## config.mk

```make
export PLATFORM = sky130hd
export DESIGN_NAME = aes_hls_harness
export DESIGN_NICKNAME = d
export VERILOG_FILES = /design/src/rtl/aes_hls_harness.sv
export SDC_FILE = /design/constraint.sdc
export NUM_CORES = 1
export LEC_CHECK = 0
export BUFFER_PORTS_ARGS = -buffer_cell sky130_fd_sc_hd__buf_2
export CAP_MARGIN = 20
export CORE_UTILIZATION = 35
export DETAILED_ROUTE_END_ITERATION = 10
export PLACE_DENSITY = 0.58
export RECOVER_POWER = 100
export SLEW_MARGIN = 20
export SYNTH_ARGS = -nofsm -noshare
export SYNTH_HDL_FRONTEND = slang
export SYNTH_SLANG_ARGS = --single-unit
```

## constraint.sdc

```tcl
create_clock -name clk -period 3.1 [get_ports clk]
set_input_delay 0.155 -clock clk [delete_from_list [all_inputs] [get_ports clk]]
set_output_delay 0.155 -clock clk [all_outputs]
set_load 0.01 [all_outputs]
```

## src/rtl/aes_hls_harness.sv

```systemverilog
// Memory-and-control harness for the HLS AES core: host-loaded plaintext/key RAMs,
// a dual-port ciphertext capture RAM and an ap_start/ap_done sequencer with abort timer.
module aes_hls_harness #(
    parameter int DATA_W  = 1,
    parameter int ADDR_W  = 7,
    parameter int KEY_W   = 8,
    parameter int KEY_AW  = 4,
    parameter int TIMEOUT = 4096,
    parameter int CNT_W   = 16
) (
    input  logic              clk,
    input  logic              reset,

    input  logic              pt_wr_en,
    input  logic [ADDR_W-1:0] pt_wr_addr,
    input  logic [DATA_W-1:0] pt_wr_data,
    input  logic              key_wr_en,
    input  logic [KEY_AW-1:0] key_wr_addr,
    input  logic [KEY_W-1:0]  key_wr_data,

    input  logic              go,
    output logic              busy,
    output logic              done,
    output logic              timeout,
    output logic [CNT_W-1:0]  run_count,

    input  logic [ADDR_W-1:0] ct_rd_addr,
    output logic [DATA_W-1:0] ct_rd_data,

    output logic              ap_start,
    input  logic              ap_done,
    input  logic              ap_idle,
    input  logic              ap_ready,

    input  logic [ADDR_W-1:0] plain_text_address0,
    input  logic [ADDR_W-1:0] plain_text_address1,
    input  logic              plain_text_ce0,
    input  logic              plain_text_ce1,
    output logic [DATA_W-1:0] plain_text_q0,
    output logic [DATA_W-1:0] plain_text_q1,

    input  logic [KEY_AW-1:0] key_address0,
    input  logic [KEY_AW-1:0] key_address1,
    input  logic              key_ce0,
    input  logic              key_ce1,
    output logic [KEY_W-1:0]  key_q0,
    output logic [KEY_W-1:0]  key_q1,

    input  logic [ADDR_W-1:0] cipher_text_address0,
    input  logic [ADDR_W-1:0] cipher_text_address1,
    input  logic              cipher_text_ce0,
    input  logic              cipher_text_ce1,
    input  logic              cipher_text_we0,
    input  logic              cipher_text_we1,
    input  logic [DATA_W-1:0] cipher_text_d0,
    input  logic [DATA_W-1:0] cipher_text_d1
);

    localparam int DEPTH     = 2 ** ADDR_W;
    localparam int KEY_DEPTH = 2 ** KEY_AW;
    localparam int TMR_W     = $clog2(TIMEOUT + 1);
    localparam logic [TMR_W-1:0] TMR_LAST = TMR_W'(TIMEOUT - 1);

    localparam logic [1:0] S_IDLE  = 2'd0;
    localparam logic [1:0] S_START = 2'd1;
    localparam logic [1:0] S_RUN   = 2'd2;
    localparam logic [1:0] S_DONE  = 2'd3;

    logic [1:0]       state;
    logic [TMR_W-1:0] timer;
    logic             leaving;
    logic [1:0]       leave_to;

    logic [DATA_W-1:0] pt_mem  [DEPTH];
    logic [KEY_W-1:0]  key_mem [KEY_DEPTH];
    logic [DATA_W-1:0] ct_mem  [DEPTH];

    logic unused_ap_idle;
    assign unused_ap_idle = ap_idle;

    assign busy     = (state != S_IDLE);
    assign ap_start = (state == S_START);

    // ------------------------------------------------------------------
    // Plaintext and key RAMs: host writes only while idle.
    // ------------------------------------------------------------------
    always_ff @(posedge clk) begin
        if (pt_wr_en && state == S_IDLE) begin
            pt_mem[pt_wr_addr] <= pt_wr_data;
        end
        if (key_wr_en && state == S_IDLE) begin
            key_mem[key_wr_addr] <= key_wr_data;
        end
    end

    always_ff @(posedge clk or negedge reset) begin
        if (!reset) begin
            plain_text_q0 <= '0;
            plain_text_q1 <= '0;
            key_q0        <= '0;
            key_q1        <= '0;
        end else begin
            if (plain_text_ce0) plain_text_q0 <= pt_mem[plain_text_address0];
            if (plain_text_ce1) plain_text_q1 <= pt_mem[plain_text_address1];
            if (key_ce0)        key_q0        <= key_mem[key_address0];
            if (key_ce1)        key_q1        <= key_mem[key_address1];
        end
    end

    // ------------------------------------------------------------------
    // Ciphertext RAM: port 1 is assigned last so it wins an address collision.
    // ------------------------------------------------------------------
    always_ff @(posedge clk) begin
        if (cipher_text_ce0 && cipher_text_we0) begin
            ct_mem[cipher_text_address0] <= cipher_text_d0;
        end
        if (cipher_text_ce1 && cipher_text_we1) begin
            ct_mem[cipher_text_address1] <= cipher_text_d1;
        end
    end

    always_ff @(posedge clk or negedge reset) begin
        if (!reset) begin
            ct_rd_data <= '0;
        end else begin
            ct_rd_data <= ct_mem[ct_rd_addr];
        end
    end

    // ------------------------------------------------------------------
    // Sequencer
    // ------------------------------------------------------------------
    always_comb begin
        leaving  = 1'b0;
        leave_to = S_IDLE;
        case (state)
            S_START: begin
                leaving  = ap_ready;
                leave_to = ap_done ? S_DONE : S_RUN;
            end
            S_RUN: begin
                leaving  = ap_done;
                leave_to = S_DONE;
            end
            default: begin
                leaving  = 1'b0;
                leave_to = S_IDLE;
            end
        endcase
    end

    always_ff @(posedge clk or negedge reset) begin
        if (!reset) begin
            state     <= S_IDLE;
            timer     <= '0;
            timeout   <= 1'b0;
            done      <= 1'b0;
            run_count <= '0;
        end else begin
            done <= 1'b0;
            case (state)
                S_IDLE: begin
                    if (go) begin
                        timeout <= 1'b0;
                        timer   <= '0;
                        state   <= S_START;
                    end
                end
                S_START, S_RUN: begin
                    // A legitimate transition out takes priority over the abort on the last cycle.
                    if (leaving) begin
                        state <= leave_to;
                        timer <= timer + TMR_W'(1);
                        if (leave_to == S_DONE) done <= 1'b1;
                    end else if (timer == TMR_LAST) begin
                        timeout <= 1'b1;
                        done    <= 1'b1;
                        state   <= S_IDLE;
                    end else begin
                        timer <= timer + TMR_W'(1);
                    end
                end
                S_DONE: begin
                    run_count <= run_count + CNT_W'(1);
                    state     <= S_IDLE;
                end
                default: state <= S_IDLE;
            endcase
        end
    end

endmodule

```

# Word level (Yosys, flattened, before mapping)
# Memory sizes are Yosys's and may differ from the RTL's. A register that Yosys moved wholly into a read port is not among the register bits.
# Cells that the tools add are included.
# Widths: inputs -> output; s select.
# word_totals
regBits	33
ram_bits	384
inputBits	81
wordCells	63
mem_count	3
# op_classes
n_addsub	2
eq_ne	10
mux	27
n_reduce_logical	16
# mem_list
name	depth	word_bits	read_ports	rd_ports_with_merged_regs	write_ports	line	source
ct_mem	128	1	1	1	2	76	logic [DATA_W-1:0] ct_mem [DEPTH];
key_mem	16	8	2	2	1	75	logic [KEY_W-1:0] key_mem [KEY_DEPTH];
pt_mem	128	1	2	2	1	74	logic [DATA_W-1:0] pt_mem [DEPTH];
# op_table
op	count
$mux 13	3
$pmux 13 s2	1
$add 16x1->16 const B	1
$mux 1	16
$add 13x1->13 const B	1
$eq 13x12->1 const B	1
$eq 2x2->1 const B	3
$mux 2	3
$ne 2x2->1 const B	3
$ne 3x3->1 const B	2
$pmux 2 s3	1
$logic_not 1->1	5
$logic_and 1x1->1	4
$pmux 1 s2	2
$pmux 2 s2	1
$reduce_and 4->1	1
$reduce_bool 2->1	2
$reduce_and 3->1	1
$eq 2x1->1 const B	1
$logic_not 2->1	1
$reduce_and 2->1	1
$reduce_or 2->1	1

# Depth between registers and ports, before layout
# Gate-level depths: netlist of the first run.
# depth
depth_word	6
depth_mapped	10
ltp_nobuf	8

# Worst setup path before layout of the first run
# OpenSTA, ideal clock, no wires.
# synth_path
kind	input port to flip-flop
start	input plain_text_address1[0]
end	register plain_text_q1, read port of pt_mem
arrival_ns	2.188
slack_ns	0.786
stages	9
n_path_buf	3
cell_sequence	clkbuf_1 buf_4 buf_4 mux4_2 a22oi_1 a31oi_1 nor4_1 nor3_1 a221o_1
# synth_rtl
element	line	source
start, declared	36	input logic [ADDR_W-1:0] plain_text_address1,
end, declared	40	output logic [DATA_W-1:0] plain_text_q1,

# Worst setup path after layout of the first run
# layout_path
start	register state[1]
end	memory pt_mem[72], enable pin
# layout_via
elab_chain_cells	4
# layout_lines
element	line	source
start, declared	69	logic [1:0] state;
start signal, assigned	172	state <= leave_to;
$logic_not 2->1	88	if (pt_wr_en && state == S_IDLE) begin
$logic_and 1x1->1	88	
$mux 1	88	
$mux 1 (implied by the code)	89	pt_mem[pt_wr_addr] <= pt_wr_data;
end, declared	74	
# Every way passes these cells.

==> impl_metrics.csv, run 1 <==
group,metric,value,unit
outcome,status,"finished, violations left",
outcome,violations,"capacitance limit, slew limit",
floorplanning,core_area,65700,um2
placement,post-place-ws,0.551,ns
routing,drc_errors,0,
min_path,hold_depth,3,
cts,cts.sink_count,436,
routing,vias_per_cell,5.66,
placement,io_buffers,118,
synth,synthArstFlopShare,11.9,%
placement,dpl_cell_area,24800,um2
synth,ys_types,47,
setup_path,endpoint_kind,"flip-flop",
cts,cts_buffer_depth,3,
synth,synth_warnings,0,
timing,slew_headroom,-46.4,%
routing,initialDrtViolationCount,1403,
setup_path,start_kind,"flip-flop",
synth,synth_top_area_cell,"edfxtp_1",
cells_and_area,multi_input_area,9770,um2
timing,fin_crit,2.76,ns
run,cap_viol_max_count,5,
setup_path,cp.arrival,3.06,ns
synth,synth_nets,1767,
cells_and_area,fin_cells,2680,
cts,path_clk_slew,0.06,ns
cells_and_area,antenna_cells,0,
cells_and_area,fill_cells,6136,
synth,synth_edf_count,384,
synth,ys_seq_elements,436,
cells_and_area,regArea,12800,um2
min_path,min_path_type,"input pin to flip-flop",
placement,dp_hpwl,38200,um
timing,finalClockSkew,0.0386,ns
grt,grt.total_usage,18.0,%
cells_and_area,layout.nets,1864,
synth,yosysSeqAreaShare,55.2,%
grt,grt_pass1_wl,92800,um
timing,fmax,363,MHz
timing,rsz0062_at_grt,"no",
placement,dp.cells,2564,
floorplanning,rows,94,
cts,h-tree-depth,2,
floorplanning,die_w,260,um
routing,drt_wl_total,61100,um
timing,final_hold_viol_count,0,
timing,min_period_over_period,89.0,%
placement,routabilityCongestion,0.824,
routing,ant_nets,0,
cells_and_area,syn_to_final_growth,14.5,%
setup_path,crit_required,3.41,ns
synth,syn_avg_cell_area,13.8,um2
floorplanning,initial_core_util,35.4,%
setup_path,crit_fanout,8,
power_and_ir_drop,power.density,542,nW/um2
routing,vias,15200,
timing,timing.final.max_slew_violations,220,
routing,routedWlPerCell,22.8,um
timing,hold_slack,0.0616,ns
cells_and_area,fin_area,26600,um2
synth,synth_top_area_share,49.6,%
routing,first_pass_iters,6,
power_and_ir_drop,p_total,14.4,mW
cts,cts_resized,0,
setup_path,crit_type,"flip-flop to flip-flop",
power_and_ir_drop,leakage,8.24,nW
grt,first_global_vias,15300,
cts,cts-buffers-inserted,50,
synth,ys.flop_type,"edfxtp_1",
floorplanning,io_pins,120,
grt,antenna_found_initial,1,
timing,setup_viol,0,
timing,setup_ws,0.342,ns
cts,ctsRootBufferMaster,"clkbuf_16",
synth,yosys-top-cells-area,"edfxtp_1 50%, mux4_2 18%, mux2_2 7.1%",
grt,grt_max_degree,129,
setup_path,r2r_cells,6,
synth,syn_area,23200,um2
floorplanning,die_area,67400,um2
cts,clock_latency,0.60,ns
cells_and_area,post-route-util,40.5,%
floorplanning,die_y,260,um
timing,final.setup.tns,0,ns
power_and_ir_drop,vdd_ir_drop_max,0.000352,V
cts,cts_tree,"done",
cells_and_area,drive_gt1_share,28.3,%
grt,gr-total-overflow,0,
synth,synthCells,1680,
timing,worstMarginPinSlew,2.20,ns
synthesized netlist by cell type (10+ instances only):
library cell,count
or2_2,12
mux4_2,185
nand3b_1,12
nand3_1,47
nor2b_1,18
nor2_1,294
nor3_1,16
o22ai_1,132
xnor2_1,10
mux2i_1,27
inv_1,11
mux2_2,147
o21ai_0,18
nand2_1,68
buf_1,18
clkbuf_1,119
edfxtp_1,384
dfrtp_1,52
state kept, by name (all words and copies together) (netlist names):
signal	cells
ct_mem	128
ct_rd_data	1
done	1
key_mem	128
key_q0	8
key_q1	8
plain_text_q0	1
plain_text_q1	1
pt_mem	128
run_count	16
state	2
timeout	1
timer	13
critical path, stage by stage (launching register included):
cell           delay, ns
dfrtp_1             0.43
inv_1               0.10
ha_1                0.49
and2_1              0.31
nand3_1             0.29
nor4_1              0.27
dlygate4sd3_1       0.59
kinds of logic (layout without fill, tap and decap cells):
kind of cell | count (synthesis) | after routing | share of synthesized area [%]
multiplexers | 359 | 359 | 26.2
XOR/XNOR | 15 | 15 | 0.565
buffers and inverters | 161 | 297 | 2.77
AND/OR/NAND/NOR | 513 | 513 | 9.74
flip-flops | 436 | 436 | 55.2
AO/OA/AOI/OAI | 190 | 190 | 5.19
adder cells (fa/ha/maj) | 6 | 6 | 0.323
path summary, 6_finish.rpt:
path | start | end | slack, ns
worst max-delay path | state[1] | pt_mem[72] | 0.34
worst min-delay path | ct_rd_addr[5] | ct_rd_data | 0.06
worst max register to register | state[1] | pt_mem[72] | 0.34
worst min register to register | run_count[15] | run_count[15] | 0.47
max in group asynchronous | reset | ct_rd_data | 1.06
min in group asynchronous | reset | run_count[7] | 0.52
cells in the final DEF, fill, tap and decap left out, types with 8 or more instances in the layout:
| cell type | n |
|---|---|
| clkbuf_16 | 52 |
| mux2_2 | 147 |
| buf_12 | 8 |
| nand4_1 | 8 |
| edfxtp_1 | 384 |
| a21oi_1 | 9 |
| nand3b_1 | 12 |
| o21ai_0 | 18 |
| clkbuf_1 | 84 |
| o22ai_1 | 132 |
| nor2b_1 | 18 |
| nand3_1 | 47 |
| nand2_1 | 68 |
| xnor2_1 | 10 |
| nor3_1 | 16 |
| inv_1 | 11 |
| buf_4 | 22 |
| mux4_2 | 185 |
| dlygate4sd3_1 | 25 |
| mux2i_1 | 27 |
| dfrtp_1 | 52 |
| buf_2 | 65 |
| nor2_1 | 294 |
routing by layer:
layer / share of wire, % / track usage, % / wire (um) / vias to the layer above
met5: 0.021 / 0 / 13 / -
met4: 2.4 / 5.25 / 1500 / 2
met3: 6.0 / 2.77 / 3680 / 103
met2: 49 / 30.3 / 30200 / 502
met1: 42 / 23.9 / 25700 / 7773
li1: - / - / - / 6788
final cells by class:
| class | instances | share of cell area [%] |
|---|---|---|
| clock buffer | 69 | 5.36 |
| sequential | 436 | 48.2 |
| tap | 864 | 4.06 |
| inverter | 11 | 0.155 |
| multi-input combinational | 1083 | 36.7 |
| clock inverter | 22 | 0.997 |
| timing repair buffer | 195 | 4.45 |
power breakdown:
group	total (mW)	switching, mW	internal, mW
Clock	6.04	2.41	3.63
Sequential	6.66	0.109	6.55
Combinational	1.72	1.04	0.682
Total	14.4	3.56	10.9
repair_timing:
item                                   CTS  global route
hold buffers                            25             0
buffers inserted                         0             0
endpoints found under the hold margin  185             0
No activity file was read; power rests on OpenSTA's default activity.
==> run 2: changes to the inputs <==
- RECOVER_POWER: 100 -> 50
==> run 2 against run 1 <==
  * The run still ends with capacitance limit, slew limit left
  * Critical path depth did not move
  * Sequential share of layout area decreased by 0.18 points
  * Design area increased by 0.38%
  * Register-to-register slack is essentially flat
  * Core utilization is 0.15 points higher
  * First-iteration DRC count fell by 9.0%
  * Critical endpoint is now pt_mem[64]
==> impl_metrics.csv, run 2 (synthesis gave the netlist of run 1 again) <==
group,metric,value,unit
floorplanning,die_y,260,um
power_and_ir_drop,power.density,540,nW/um2
routing,drc_errors,0,
floorplanning,die_w,260,um
timing,fmax,362,MHz
setup_path,crit_fanout,8,
cts,cts_tree,"done",
routing,ant_nets,0,
timing,finalClockSkew,0.0385,ns
outcome,violations,"capacitance limit, slew limit",
floorplanning,core_area,65700,um2
setup_path,critical_path.endpoint,"pt_mem[64]",
setup_path,cp.arrival,3.07,ns
routing,vias_per_cell,5.68,
outcome,status,"finished, violations left",
setup_path,crit_type,"flip-flop to flip-flop",
timing,rsz0062_at_grt,"no",
setup_path,r2r_setup_slack,0.34,ns
grt,antenna_found_initial,1,
min_path,min_path_type,"input pin to flip-flop",
setup_path,endpoint_kind,"flip-flop",
timing,fin_crit,2.76,ns
grt,gr-total-overflow,0,
grt,first_global_vias,15300,
timing,hold_slack,0.0632,ns
floorplanning,io_pins,120,
floorplanning,die_area,67400,um2
setup_path,rr_startpoint,"state[1]",
timing,slew_headroom,-45.3,%
floorplanning,initial_core_util,35.4,%
cts,cts-buffers-inserted,50,
grt,grt_max_degree,129,
cts,clock_latency,0.60,ns
power_and_ir_drop,vdd_ir_drop_max,0.000349,V
routing,routedWlPerCell,22.8,um
cts,cts_resized,0,
setup_path,r2r_cells,6,
routing,initialDrtViolationCount,1277,
cts,h-tree-depth,2,
routing,first_pass_iters,5,
cells_and_area,drive_gt1_share,30.1,%
routing,vias,15200,
timing,final_hold_viol_count,0,
setup_path,reg2reg_to,"pt_mem[64]",
cts,ctsRootBufferMaster,"clkbuf_16",
placement,dp_hpwl,38200,um
setup_path,start_kind,"flip-flop",
timing,final.setup.tns,0,ns
timing,setup_viol,0,
cells_and_area,syn_to_final_growth,14.9,%
timing,min_period_over_period,89.2,%
timing,timing.final.max_slew_violations,191,
placement,dp.cells,2564,
power_and_ir_drop,leakage,8.36,nW
cts,path_clk_slew,0.06,ns
cells_and_area,layout.nets,1864,
placement,io_buffers,118,
cts,cts_buffer_depth,3,
setup_path,cp-startpoint,"state[1]",
setup_path,crit_required,3.41,ns
floorplanning,rows,94,
cells_and_area,top_regs,"ct_mem (128), key_mem (128), pt_mem (128)",
cells_and_area,final_cell_mix,"384 x edfxtp_1, 294 x nor2_1, 185 x mux4_2",
cells_and_area,fin_cells,2680,
grt,grt.total_usage,18.0,%
cells_and_area,antenna_cells,0,
grt,grt_pass1_wl,92800,um
placement,routabilityCongestion,0.824,
cts,cts.sink_count,436,
run,cap_viol_max_count,4,
timing,worstMarginPinSlew,2.18,ns
cells_and_area,final_common_cell,"edfxtp_1",
routing,drt_wl_total,61000,um
-- run 2: power breakdown --
part / total [mW] / leakage (nW) / internal [mW] / switching [mW]
sequential: 6.66 / 4.13 / 6.55 / 0.109
combinational: 1.74 / 3.41 / 0.697 / 1.04
clock: 6.03 / 0.826 / 3.63 / 2.40
total: 14.4 / 8.36 / 10.9 / 3.55
-- run 2: routing by layer --
| layer | wire (um) | vias to the layer above | track usage [%] |
|---|---|---|---|
| met5 | 13 | - | 0 |
| met4 | 1530 | 2 | 5.25 |
| met3 | 3730 | 105 | 2.77 |
| met2 | 30300 | 500 | 30.3 |
| met1 | 25400 | 7822 | 23.9 |
| li1 | - | 6794 | - |
-- run 2: repair_timing --
| item | CTS | global route |
|---|---|---|
| hold endpoints to repair | 185 | 0 |
| endpoints found under the setup margin | 0 | 0 |
| setup buffers | 0 | 0 |
| hold buffers | 25 | 0 |
-- run 2: final cells by class --
cell class / count / area (um2)
sequential: 436 / 12800
inverter: 11 / 41.3
clock inverter: 22 / 265
fill: 6113 / 39000
multi-input combinational: 1083 / 9770
clock buffer: 69 / 1430
tap: 864 / 1080
timing repair buffer: 195 / 1280
-- run 2: through the flow --
stage          worst slack (ns)  cell area (um2)  util [%]  power [mW]
6_report                  0.336            26700      40.6        14.4
5_1_grt                   0.152            26700      40.6        14.9
4_1_cts                   0.309            26800      40.7        14.6
3_5_place_dp              0.551            24800      37.8        8.50
3_3_place_gp              0.522            24800      37.8        8.46
2_1_floorplan             0.786            23200         -        7.83
-- run 2: critical path, cell delays in order, from the launching register on --
cell,delay (ns)
dfrtp_1,0.43
inv_1,0.10
ha_1,0.50
and2_1,0.32
nand3_1,0.30
nor4_1,0.25
dlygate4sd3_1,0.59
-- run 2: how the worst min path moves through the flow --
| stage | start | endpoint | cells after the start |
|---|---|---|---|
| floorplan | reset | ct_rd_data | 0 |
| global placement | reset | run_count[14] | 1 |
| global route | ct_rd_addr[3] | ct_rd_data | 3 |
| detailed placement | reset | run_count[8] | 1 |
| CTS | ct_rd_addr[5] | ct_rd_data | 3 |
| finish | cipher_text_d1 | ct_mem[41] | 2 |
